--- src/rtl/barrel_shift_right_pipe.sv ---
// barrel_shift_right_pipe: pipelined right barrel shifter, one stage per shift-amount bit, valid/ready with global stall.
module barrel_shift_right_pipe #(
    parameter int WIDTH  = 64,
    parameter int SAMT_W = 5
) (
    input  logic              clk,
    input  logic              rst,
    input  logic [WIDTH-1:0]  D_in,
    input  logic [SAMT_W-1:0] samt,
    input  logic [1:0]        fill,
    input  logic              in_valid,
    output logic              in_ready,
    output logic [WIDTH-1:0]  D_out,
    output logic              out_valid,
    input  logic              out_ready
);
    localparam int N = SAMT_W;
    logic [WIDTH-1:0]  src_dat [N];
    logic [SAMT_W-1:0] src_amt [N];
    logic [1:0]        src_fil [N];
    logic              src_sgn [N];
    logic [WIDTH-1:0]  dat_d   [N];
    logic [WIDTH-1:0]  dat_q   [N];
    logic [SAMT_W-1:0] amt_q   [N-1];
    logic [1:0]        fil_q   [N-1];
    logic              sgn_q   [N-1];
    logic [N-1:0]      vld_q;
    logic              adv;
    assign adv       = out_ready | ~out_valid;
    assign in_ready  = adv;
    assign D_out     = dat_q[N-1];
    assign out_valid = vld_q[N-1];
    assign src_dat[0] = D_in;
    assign src_amt[0] = samt;
    assign src_fil[0] = fill;
    assign src_sgn[0] = D_in[WIDTH-1];
    genvar k;
    for (k = 0; k < N; k++) begin : g_st
        localparam int SH = 1 << (N - 1 - k);
        logic [WIDTH-1:0] fv;
        // Remaining shift bits travel MSB-first, so each stage tests the top bit.
        assign fv = src_fil[k] == 2'b11 ? src_dat[k]
                  : {WIDTH{src_fil[k] == 2'b00 | (src_fil[k] == 2'b10 & src_sgn[k])}};
        assign dat_d[k] = src_amt[k][N-1] ? (src_dat[k] >> SH) | (fv << (WIDTH - SH)) : src_dat[k];
        if (k < N - 1) begin : g_nx
            assign src_dat[k+1] = dat_q[k];
            assign src_amt[k+1] = amt_q[k];
            assign src_fil[k+1] = fil_q[k];
            assign src_sgn[k+1] = sgn_q[k];
        end
    end
    always_ff @(posedge clk) begin
        if (rst) begin
            vld_q      <= '0;
            dat_q[N-1] <= '0;
        end else if (adv) begin
            vld_q <= {vld_q[N-2:0], in_valid};
            for (int i = 0; i < N; i++) dat_q[i] <= dat_d[i];
            for (int i = 0; i < N - 1; i++) begin
                amt_q[i] <= src_amt[i] << 1;
                fil_q[i] <= src_fil[i];
                sgn_q[i] <= src_sgn[i];
            end
        end
    end
endmodule

--- config.mk ---
export PLATFORM = sky130hd
export DESIGN_NAME = barrel_shift_right_pipe
export DESIGN_NICKNAME = d
export VERILOG_FILES = /design/src/rtl/barrel_shift_right_pipe.sv
export SDC_FILE = /design/constraint.sdc
export NUM_CORES = 1
export LEC_CHECK = 0
export ABC_AREA = 1
export CAP_MARGIN = 20
export CORE_AREA = 5 5 234 236
export CTS_CLUSTER_DIAMETER = 30
export DETAILED_ROUTE_END_ITERATION = 16
export DIE_AREA = 0 0 239 241
export PLACE_DENSITY = 0.45
export SETUP_SLACK_MARGIN = 0.1
export SLEW_MARGIN = 20
export SYNTH_ARGS = -nofsm -noshare
export SYNTH_HDL_FRONTEND = slang
export SYNTH_SLANG_ARGS = --single-unit
--- constraint.sdc ---
create_clock -name clk -period 6.1 [get_ports clk]
set_clock_uncertainty 0.1 [all_clocks]
set_input_delay 0.915 -clock clk [delete_from_list [all_inputs] [get_ports clk]]
set_output_delay 0.915 -clock clk [all_outputs]
set_load 0.01 [all_outputs]
# After elaboration in Yosys (flattened, before gate mapping)
# Memory sizes are Yosys's and may differ from the RTL's.
# Index checks and enable logic that the tools add are counted.
[classes]
eq_ne = 10
muxes = 16
n_bitwise = 18
n_reduce_logical = 5
[ops]
columns = ["op", "n"]
rows = [
  ["$mux 64", 6],
  ["$or 48x64->64", 1],
  ["$or 56x64->64", 1],
  ["$or 60x64->64", 1],
  ["$or 62x64->64", 1],
  ["$or 63x64->64", 1],
  ["$eq 2x2->1 const B", 10],
  ["$mux 16", 1],
  ["$logic_not 2->1", 5],
  ["$mux 8", 1],
  ["$or 1x1->1", 7],
  ["$mux 1", 6],
  ["$and 1x1->1", 5],
  ["$mux 4", 1],
  ["$mux 2", 1],
  ["$not 1->1", 1],
]
[totals]
reg_bits = 5
ramBits = 348
input_bits = 75
out_inout_bits = 66
wordCells = 54
mem_count = 4
[mem_list]
columns = ["memory", "words", "width", "rd", "rd_ports_with_merged_regs", "wr", "line_no", "rtl"]
rows = [
  ["dat_q", 5, 64, 5, 0, 5, "23", "logic [WIDTH-1:0] dat_q [N];"],
  ["amt_q", 4, 4, 4, 0, 4, "24", "logic [SAMT_W-1:0] amt_q [N-1];"],
  ["fil_q", 4, 2, 4, 0, 4, "25", "logic [1:0] fil_q [N-1];"],
  ["sgn_q", 4, 1, 4, 0, 4, "26", "logic sgn_q [N-1];"],
]

# Logic depth before layout (Yosys ltp)
# An unclocked memory read counts as a cell.
[logic_depth]
ltp_word = 8
mapped_depth = 7
depth_no_buf = 6

# Worst setup path before layout
# Ideal clock, no wire load.
[synth_timing]
path_type = "input to register"
from = "input out_ready"
to = "memory amt_q[0][0] (netlist name) (enable)"
setup_ps = 507
arrival_time_ps = 4185
required_time_ps = 5493
setup_slack_ps = 1308
cell_stages = 5
path_buffers = 1
cell_sequence = "inv_2 -> nand2_4 -> nand2_2 -> buf_6 -> inv_2"
[synth_rtl]
columns = ["element", "line_no", "rtl"]
rows = [
  ["start, declared", "15", "input logic out_ready"],
  ["end, declared", "24", ""],
]

# Final worst setup path
[layout_timing]
from = "input out_ready"
to = "output in_ready"
[layout_between]
elab_chain_cells = 1
[layout_rtl]
columns = ["element", "line_no", "rtl"]
rows = [
  ["$or 1x1->1", "29", "assign adv = out_ready | ~out_valid;"],
  ["end, declared", "12", "output logic in_ready,"],
]
# No other way between the ends.

==> metrics <==
most common cell after layout, fill and taps aside nand2_1; Worst setup EP type output port; top fanout value on the critical path 3; CTS tree yes; syn_nets 1623; nets 1721; critical path's most frequent cell clkdlybuf4s50_1; synthesized area 15600 µm²; Syn. warnings 0; critical path class in -> out; First-pass DRT Iterations 5; first-pass GRT wire length 57.1 mm; initial drt markers 527; WL/cell 15.0 µm; Syn Inst Count 1548; synthesis-to-layout area growth 27.0%; routability cong. 0.837; maximum clock path buffer count 3; cts bufs inserted 83; crit path max-delay cell type clkdlybuf4s50_1; #FFs+latches synth 347; Antenna Nets Post-Route 0; post-CTS sizing 0; transition time of the tightest slew-check pin 1010 ps; Hold Fails Final Rpt 0; number of I/O port buffers 140; top cell type's share of synthesized area 0.660; I/O pin count 141; crit path DAT 2060 ps; die width 239 µm; Pleak 8.34 nW; PD cells 392 nW/µm²; Fin Setup TNS 0 ps; vias per cell 4.25; delay-heaviest family, CP buffers and inverters; status completed; # setup viols final 0; final HPWL from detailed placement 25.3 mm; post-CTS setup buffers 0; antenna cells 0; H-tree lvl count 3; vias 10200; Area contributors post-synth edfxtp_1 66%, nand2_1 22%, buf_4 3.6%, a21oi_2 2.3%, buf_2 1.2%; final cycle utilization of the critical path 0.504; cts hold-fix bufs 0; worst skew pair latency 570 ps; Routed WL 36.0 mm; Residual DRC 0; CP peak stage delay 540 ps; Slew headroom 0.323; Max Cap Viol 0; most frequent cells in the layout 927 x nand2_1, 342 x edfxtp_1, 139 x clkdlybuf4s50_1; Core Area 52200 µm²; Max IR drop VDD 0.182 mV; Yosys top cell by area edfxtp_1; die area 57600 µm²; FF-to-FF setup slack 3480 ps; # placed instances 2249; number of global-route vias before repair 10600; hold slack 309 ps; clk sink count 347; clk slew on worst S/H paths 40 ps; post-route insts no fill 2398; Total GRT Usage 0.125; post-synthesis cell type count 17; WP data required 5080 ps; Avg Synthesized Cell Area 10.0 µm²; minimum clock period 3070 ps; largest net degree at the start of global routing 99; Startpoint Class primary input; clock root cell clkbuf_16; Initial Util 0.298; Seq/Total Area, Yosys 0.667; layout cells sized above 1 0.116; worst path bufs/invs 3; std cell rows 84; grt ovf 0; initial antenna violation count 0; Worst Hold Class reg -> reg; Die Y 241 µm; Slew Limit Fails 0; RSZ-0062 raised after global routing false; Cell Chain, Critical Path clkdlybuf4s50_1, inv_2, nand2_4, clkdlybuf4s50_1; fmax 0.325 GHz
report_power, final:
part / leakage [nW] / total, mW / internal (mW) / switching (mW)
sequential: 3.55 / 2.96 / 2.86 / 0.0947
clock: 1.32 / 4.25 / 2.91 / 1.34
combinational: 3.47 / 0.528 / 0.205 / 0.323
total: 8.34 / 7.74 / 5.98 / 1.76
flip-flops by register name (all words and copies together) (netlist names):
signal  cells
dat_q     320
sgn_q       4
vld_q       5
fil_q       8
amt_q      10
synthesized netlist by cell type:
library cell	count
nand2_1	928
edfxtp_1	342
buf_4	75
a21oi_2	40
buf_2	36
inv_1	25
a21oi_1	24
o21ai_0	20
clkbuf_1	19
nand3_1	10
buf_6	9
inv_2	8
dfxtp_1	5
nor2_1	3
o21ai_1	2
nand2_2	1
nand2_4	1
metrics by stage:
stage	instance area [µm²]	total power, mW	util	worst slack, ps
floorplan	15600	3.33	-	1310
global placement	17000	3.54	0.326	2980
detailed placement	17000	3.54	0.326	2990
CTS	19800	7.85	0.378	3020
global route	19800	8.06	0.378	2980
finish	19800	7.74	0.378	3030
metal layers:
| layer | up-vias | global-route usage | part of all wire |
|---|---|---|---|
| met4 | 0 | 0.0476 | 0.023 |
| li1 | 5189 | - | - |
| met1 | 4701 | 0.178 | 0.50 |
| met2 | 248 | 0.185 | 0.43 |
| met3 | 62 | 0.0318 | 0.054 |
| met5 | - | 0 | 0 |
kinds of logic (layout without fill, tap and decap cells):
group                  after synthesis  count (layout)  synth area share
AND/OR/NAND/NOR                    943             943             0.229
flip-flops                         347             347             0.667
buffers and inverters              172             334            0.0669
AO/OA/AOI/OAI                       86              86            0.0373
area by class of cell:
class                      instances  area, µm²
clock buffer                      91       2150
clock inverter                    58        596
fill                            5174      32500
inverter                          33        133
multi-input combinational       1029       4150
sequential                       347      10400
tap                              688        861
timing repair buffer             152       1500
final timing paths:
kind / start / end / cells after the start
worst max-delay path: out_ready / in_ready / 4
worst min-delay path: amt_q[1][1] / amt_q[2][2] / 0
worst min register to register: amt_q[1][1] / amt_q[2][2] / 0
worst max register to register: amt_q[3][3] / dat_q[0][283] / 4
Power figures use the tool's default switching activity.
